File: src/rtl/ddrphy_cmd_launch.sv
// ddrphy_cmd_launch: DFI command/address to DRAM pins via programmable posedge delay, negedge launch, optional 2T.
// Defining DDRPHY_CA_PARITY_EN adds the registered CA parity output par.
module ddrphy_cmd_launch #(
  parameter int CS_WIDTH   = 1,
  parameter int BA_WIDTH   = 3,
  parameter int ADDR_WIDTH = 14,
  parameter int MAX_DLY    = 7,
  parameter int CNT_WIDTH  = 16
) (
  input  logic                         clk,
  input  logic                         rst,
  input  logic                         dfi_cke,
  input  logic [CS_WIDTH-1:0]          dfi_cs_n,
  input  logic                         dfi_ras_n,
  input  logic                         dfi_cas_n,
  input  logic                         dfi_we_n,
  input  logic [BA_WIDTH-1:0]          dfi_ba,
  input  logic [ADDR_WIDTH-1:0]        dfi_addr,
  input  logic                         dfi_odt,
  input  logic [$clog2(MAX_DLY+1)-1:0] cfg_dly,
  input  logic                         cfg_2t,
  input  logic                         err_clr,
  output logic                         cmd_ready,
  output logic                         ck,
  output logic                         ck_n,
  output logic                         cke,
  output logic [CS_WIDTH-1:0]          cs_n,
  output logic                         ras_n,
  output logic                         cas_n,
  output logic                         we_n,
  output logic [BA_WIDTH-1:0]          ba,
  output logic [ADDR_WIDTH-1:0]        addr,
  output logic                         odt,
  output logic [CNT_WIDTH-1:0]         cmd_cnt,
`ifdef DDRPHY_CA_PARITY_EN
  output logic                         par,
`endif
  output logic                         overrun_err
);
  localparam int DW = $clog2(MAX_DLY+1);
  localparam logic [0:0] ST_IDLE = 1'b0;
  localparam logic [0:0] ST_HOLD = 1'b1;
  localparam logic [CS_WIDTH-1:0] CS_IDLE = {CS_WIDTH{1'b1}};

  typedef struct packed {
    logic [CS_WIDTH-1:0]   cs_n;
    logic                  ras_n;
    logic                  cas_n;
    logic                  we_n;
    logic [BA_WIDTH-1:0]   ba;
    logic [ADDR_WIDTH-1:0] addr;
  } cmd_t;

  typedef struct packed {
    logic cke;
    logic odt;
    cmd_t cmd;
  } ca_t;

  localparam cmd_t CMD_NOP = '{cs_n: CS_IDLE, ras_n: 1'b1, cas_n: 1'b1, we_n: 1'b1,
                               ba: {BA_WIDTH{1'b0}}, addr: {ADDR_WIDTH{1'b0}}};
  localparam ca_t  CA_NOP  = '{cke: 1'b0, odt: 1'b0, cmd: CMD_NOP};

  logic cmd_in, ready_q, err_q;
  ca_t  in_c;

  assign cmd_in    = (dfi_cs_n != CS_IDLE);
  assign cmd_ready = ready_q | ~cfg_2t;

  always_comb begin
    in_c = '{cke: dfi_cke, odt: dfi_odt,
             cmd: '{cs_n: dfi_cs_n, ras_n: dfi_ras_n, cas_n: dfi_cas_n, we_n: dfi_we_n,
                    ba: dfi_ba, addr: dfi_addr}};
    // A command offered while not ready is squashed here; cke/odt keep flowing.
    if (cmd_in && !cmd_ready) in_c.cmd = CMD_NOP;
  end

  always_ff @(posedge clk or posedge rst) begin
    if (rst) begin
      ready_q <= 1'b1;
      err_q   <= 1'b0;
    end else begin
      ready_q <= !(cfg_2t && cmd_in && ready_q);
      if (cmd_in && !cmd_ready) err_q <= 1'b1;
      else if (err_clr)         err_q <= 1'b0;
    end
  end

  ca_t           pipe_q [MAX_DLY];
  logic [DW-1:0] dly_eff;
  ca_t           p;

  always_ff @(posedge clk or posedge rst) begin
    if (rst) begin
      for (int i = 0; i < MAX_DLY; i++) pipe_q[i] <= CA_NOP;
    end else begin
      pipe_q[0] <= in_c;
      for (int i = 1; i < MAX_DLY; i++) pipe_q[i] <= pipe_q[i-1];
    end
  end

  assign dly_eff = (cfg_dly > DW'(MAX_DLY)) ? DW'(MAX_DLY) : cfg_dly;

  always_comb begin
    p = in_c;
    for (int i = 0; i < MAX_DLY; i++)
      if (dly_eff == DW'(i + 1)) p = pipe_q[i];
  end

  logic [0:0]           st_q, st_d;
  cmd_t                 lat_q, lat_d;
  ca_t                  pin_q, pin_d;
  logic [CNT_WIDTH-1:0] cnt_q;

  always_comb begin
    st_d      = st_q;
    lat_d     = lat_q;
    pin_d.cke = p.cke;
    pin_d.odt = p.odt;
    pin_d.cmd = '{cs_n: CS_IDLE, ras_n: 1'b1, cas_n: 1'b1, we_n: 1'b1,
                  ba: pin_q.cmd.ba, addr: pin_q.cmd.addr};
    if (st_q == ST_HOLD) begin
      pin_d.cmd = lat_q;
      st_d      = ST_IDLE;
    end else if (p.cmd.cs_n != CS_IDLE) begin
      pin_d.cmd = p.cmd;
      // 2T: set up address/strobes one cycle ahead of the real chip select.
      if (cfg_2t) begin
        pin_d.cmd.cs_n = CS_IDLE;
        lat_d          = p.cmd;
        st_d           = ST_HOLD;
      end
    end
  end

  always_ff @(negedge clk or posedge rst) begin
    if (rst) begin
      st_q  <= ST_IDLE;
      lat_q <= CMD_NOP;
      pin_q <= CA_NOP;
      cnt_q <= '0;
    end else begin
      st_q  <= st_d;
      lat_q <= lat_d;
      pin_q <= pin_d;
      cnt_q <= cnt_q + CNT_WIDTH'(pin_d.cmd.cs_n != CS_IDLE);
    end
  end

`ifdef DDRPHY_CA_PARITY_EN
  logic par_q;
  always_ff @(negedge clk or posedge rst) begin
    if (rst) par_q <= 1'b0;
    else     par_q <= ^{pin_d.cmd.ras_n, pin_d.cmd.cas_n, pin_d.cmd.we_n, pin_d.cmd.ba, pin_d.cmd.addr};
  end
  assign par = par_q;
`endif

  assign ck          = clk;
  assign ck_n        = ~clk;
  assign cke         = pin_q.cke;
  assign odt         = pin_q.odt;
  assign cs_n        = pin_q.cmd.cs_n;
  assign ras_n       = pin_q.cmd.ras_n;
  assign cas_n       = pin_q.cmd.cas_n;
  assign we_n        = pin_q.cmd.we_n;
  assign ba          = pin_q.cmd.ba;
  assign addr        = pin_q.cmd.addr;
  assign cmd_cnt     = cnt_q;
  assign overrun_err = err_q;

endmodule

File: config.mk
export PLATFORM = sky130hd
export DESIGN_NAME = ddrphy_cmd_launch
export DESIGN_NICKNAME = d
export VERILOG_FILES = /design/src/rtl/ddrphy_cmd_launch.sv
export SDC_FILE = /design/constraint.sdc
export NUM_CORES = 1
export LEC_CHECK = 0
export CAP_MARGIN = 20
export CORE_UTILIZATION = 35
export CTS_CLUSTER_DIAMETER = 30
export DETAILED_ROUTE_END_ITERATION = 8
export HOLD_SLACK_MARGIN = 0.15
export PLACE_DENSITY = 0.5
export SLEW_MARGIN = 0
export SYNTH_ARGS = -nofsm -noshare
export SYNTH_HDL_FRONTEND = slang
export SYNTH_SLANG_ARGS = --single-unit
export TNS_END_PERCENT = 50
File: constraint.sdc
create_clock -name clk -period 8.5 [get_ports clk]
set_clock_uncertainty 0.15 [all_clocks]
set_input_delay 1.7 -clock clk [delete_from_list [all_inputs] [get_ports clk]]
set_output_delay 1.7 -clock clk [all_outputs]
set_load 0.05 [all_outputs]
Yosys cells after proc, flatten, opt, wreduce, memory -nomap -nowiden
Cells that the tools add are included.
Word-level totals
  register bits: 224
  latch bits: 0
  memory bits (writable): 0
  ROM bits: 0
  output and inout bits: 43
  memories: 0
Cells by class
  add/sub/neg operators: 1
  $mul: 0
  divide/modulo/power cells: 0
  $lt $le $gt $ge: 1
  eq/ne operators: 8
  shift-type cells: 0
  multiplexer cells: 16
  bitwise gates (word level): 7
  reduce and logical (&&, ||, !) cells: 7
Operators with widths (count)
  $mux 23: 7
  $mux 21: 3
  $add 16x1->16: 1
  $eq 3x3->1 const B: 4
  $eq 3x2->1 const B: 2
  $not 1->1: 6
  $mux 1: 5
  $eq 3x1->1 const B: 1
  $gt 3x3->1 const B: 1
  $logic_and 1x1->1: 3
  $mux 3: 1
  $reduce_and 3->1: 1
  $logic_not 1->1: 2
  $ne 2x1->1 const B: 1
  $reduce_bool 2->1: 1
  $or 1x1->1: 1

Longest topological paths before layout
  depth in word-level cells: 16
  gate-level depth with buffers: 14
  mapped depth without buffers: 11

==> results_tabular.tex <==
\begin{tabular}{lr}
\hline
Metric & Value \\
\hline
\multicolumn{2}{l}{\textbf{Run status}} \\
\quad Run status & completed \\
\multicolumn{2}{l}{\textbf{GRT}} \\
\quad Largest net degree at the start of global routing & 75 \\
\quad Wire length of the first global-routing pass & 36,600 microns \\
\quad Total GRT Usage & 18.2\% \\
\quad Number of antenna violations at the first check in global routing & 0 \\
\quad Overflow left after global routing & 0 \\
\quad Via count of the first global-routing pass & 6,601 \\
\multicolumn{2}{l}{\textbf{Timing}} \\
\quad Number of pins with negative max-slew slack in the final report & 0 \\
\quad Hold Fails Final Rpt & 0 \\
\quad Fin worst setup slack & 0.376 ns \\
\quad Number of setup violations in the final report & 0 \\
\quad Unrepaired setup endpoints after global routing & no \\
\quad Slew at the pin with the worst max-slew slack & 0.673 ns \\
\quad Normalized max-slew margin & 55.1\% \\
\multicolumn{2}{l}{\textbf{Finish}} \\
\quad Reg area & 5650 sq um \\
\quad Final antenna diode count & 0 \\
\quad Area growth syn-to-layout & 33.7\% \\
\quad Number of filler cells placed in the layout & 2,225 \\
\quad Final Core Density & 47.6\% \\
\quad Fraction of layout instances using a drive strength above 1 & 21.8\% \\
\quad Multi-input gate area & 2960 sq um \\
\quad Total Nets Final & 873 \\
\multicolumn{2}{l}{\textbf{Yosys}} \\
\quad YS warnings & 0 \\
\quad Dominant combinational cell family by area after synthesis & compound AO/OA/AOI/OAI gates \\
\quad Average footprint of a synthesized cell & 12.4 sq um \\
\quad Commonest cells in the netlist & dfrtp\_1, nand2\_1, dfrtn\_1 \\
\quad Xor/xnor share of the synthesized area & 1.47\% \\
\quad Distinct cell type count of the synthesized netlist & 56 \\
\quad Area share of the leading cell type in the synthesized netlist & 37.4\% \\
\quad Multiplexer area fraction after synthesis & 6.75\% \\
\quad Flop and latch count out of synthesis & 224 \\
\quad Instance count of the mapped netlist & 723 \\
\quad Fraction of registers with async set or reset after synthesis & 100\% \\
\quad Sequential fraction of the synthesis area & 63.0\% \\
\quad Synth Area in Compound Gates & 15.0\% \\
\quad Syn Std Cell Area & 8970 sq um \\
\quad Primary flip-flop cell chosen by synthesis mapping & dfrtp\_1 \\
\quad Post-synth top area cell & dfrtp\_1 \\
\quad Cell types with the largest area share after synthesis & dfrtp\_1, dfrtn\_1, dfstp\_2 \\
\quad Number of nets produced by synthesis & 756 \\
\quad Post-synthesis share of cell area spent on and, or, nand and nor gates & 9.34\% \\
\quad Post-synth EDFFs & 0 \\
\quad Dominant cell by count in the synthesized netlist & dfrtp\_1 \\
\quad Adder-cell share of the synthesized area & 0.419\% \\
\multicolumn{2}{l}{\textbf{Placement}} \\
\quad Quantity of I/O buffers inserted on ports & 72 \\
\quad Weighted congestion at the end of routability-driven global placement & 0.777 \\
\quad Post-DP HPWL & 13,900 microns \\
\quad Pre-CTS setup slack & -0.0401 ns \\
\multicolumn{2}{l}{\textbf{Critical path}} \\
\quad Delay of the slowest critical-path stage & 0.81 ns \\
\quad Worst Path Arrival & 6.27 ns \\
\quad Critical setup path kind & flop to output pin \\
\quad CP Buf/Inv Count & 1 \\
\quad CP Capture Type & output pin \\
\quad Startpoint type of the worst setup path & flop \\
\quad Highest-delay cell along the critical path & clkdlybuf4s50\_1 \\
\quad Cell family contributing the most delay on the critical path & buffers and inverters \\
\quad Largest fanout on the critical path & 1 \\
\quad Critical path cell sequence & clkdlybuf4s50\_1 \\
\quad WP data required & 6.65 ns \\
\multicolumn{2}{l}{\textbf{Die}} \\
\quad Number of cell rows & 58 \\
\quad Die extent in y & 162 microns \\
\quad Overall die area & 26,300 sq um \\
\quad Placeable core area & 25,200 sq um \\
\quad Horizontal die dimension & 162 microns \\
\quad Count of pins on the block boundary & 73 \\
\quad Initial core utilization & 35.6\% \\
\multicolumn{2}{l}{\textbf{Power}} \\
\quad Reported leakage power & 5.25 nW \\
\quad Cell area power density & 336 nW/um\^{}2 \\
\quad Largest vdd supply drop & 0.000169 V \\
\quad Overall power of the completed layout & 0.00402 W \\
\multicolumn{2}{l}{\textbf{Routing}} \\
\quad Routed len/inst & 18.5 microns \\
\quad Drt drc & 0 \\
\quad Drt via density & 5.09 \\
\quad Residual antenna-violating net count after detailed routing & 0 \\
\quad Total Wirelength & 22,400 microns \\
\quad DR pass1 iterations & 5 \\
\quad Vias after detailed routing & 6,164 \\
\quad Initial DRC count & 402 \\
\multicolumn{2}{l}{\textbf{Hold path}} \\
\quad Worst min-delay path class & flop to flop \\
\multicolumn{2}{l}{\textbf{Clock network}} \\
\quad Latest clock arrival within the worst-skew pair & 0.71 ns \\
\quad Hold-fix buffer count after cts & 0 \\
\quad Clock input transition at the sequential cells of the worst setup and hold paths & 0.05 ns \\
\quad Clock tree from TritonCTS & done \\
\quad Number of cells upsized or downsized after cts & 0 \\
\quad Post CTS Setup Buffer Count & 0 \\
\multicolumn{2}{l}{\textbf{Flow run}} \\
\quad \# Max-Cap Violations & 0 \\
\hline
\end{tabular}
## per-stage QoR
stage | instances | hold WS [ns] | cell area, sq um | TNS, ns
after CTS | 1210 | 0.211 | 12000 | 0
after detailed placement | 1109 | 0.203 | 10100 | -0.0658
after global placement | 1109 | 0.202 | 10100 | 0
after global routing | 1210 | 0.212 | 12000 | 0
after floorplan | 723 | 0.197 | 8970 | -19.09
final | 1210 | 0.209 | 12000 | 0
## report_power, final
group | switching (W) | internal (W) | leakage (nW) | total [W]
sequential | 0.0000838 | 0.00122 | 2.62 | 0.00130
combinational | 0.000372 | 0.000244 | 1.67 | 0.000616
clock | 0.000655 | 0.00145 | 0.955 | 0.00210
## layout by cell type, fill, tap and decap left out, types with 5 or more instances in the layout
cell	count
o32ai_1	11
nor2b_1	9
a211oi_1	6
o22a_1	7
a22oi_1	5
nand2_1	68
nand3_1	14
clkbuf_16	57
clkbuf_1	5
nand2b_1	7
bufinv_16	6
clkdlybuf4s50_1	69
xnor2_1	10
o21ai_0	41
o22ai_1	25
mux2_4	16
clkbuf_8	5
a21oi_1	35
a211o_1	13
and2_1	28
buf_12	6
a2bb2oi_1	12
mux4_2	5
dfrtn_1	53
buf_4	29
mux2i_1	23
dfrtp_1	134
xor2_1	5
clkinv_2	10
dfstp_2	37
nor2_1	22
inv_1	23
a221o_1	5
nor3_1	11
o2bb2ai_1	7
## metal layers
layer | global-route usage [%] | vias to the layer above | wire length, microns
li1 | - | 2840 | -
met1 | 25.5 | 3111 | 10600
met2 | 27.0 | 171 | 10000
met3 | 4.60 | 42 | 1260
met4 | 7.29 | 0 | 539
met5 | 0 | - | 0
## logic make-up after synthesis
group           count (synthesis)
flops                         224
compound gates                194
simple gates                  172
buf+inv                        69
mux                            46
xor+xnor                       15
fa+ha+maj                       3
## layout make-up
| type | instances | area share [%] |
|---|---|---|
| clock buffers | 69 | 12.8 |
| clock inverters | 35 | 2.84 |
| flip-flops and latches | 224 | 47.2 |
| inverters | 17 | 0.564 |
| multi-input cells | 430 | 24.7 |
| well taps | 330 | 3.44 |
| repair buffers | 105 | 8.54 |
## final timing paths
kind | to | from | cells past startpoint | slack, ns
worst min-delay path | pipe_q[133] | pipe_q[156] | 0 | 0.21
worst min register to register | pipe_q[133] | pipe_q[156] | 0 | 0.21
worst max register to register | cmd_cnt[10] | pipe_q[89] | 11 | 1.68
min in group asynchronous | pipe_q[120] | rst | 3 | 1.66
max in group asynchronous | addr[4] | rst | 3 | 2.10
worst max-delay path | cas_n | cas_n | 1 | 0.38
## state kept, by name, indices dropped and copies added (netlist names)
signal,flops
ras_n,1
addr,14
cke,1
ready_q,1
pipe_q,161
st_q,1
cs_n,1
we_n,1
lat_q,21
odt,1
cmd_cnt,16
ba,3
overrun_err,1
cas_n,1
Note: power is estimated with default switching activity, not from simulation.
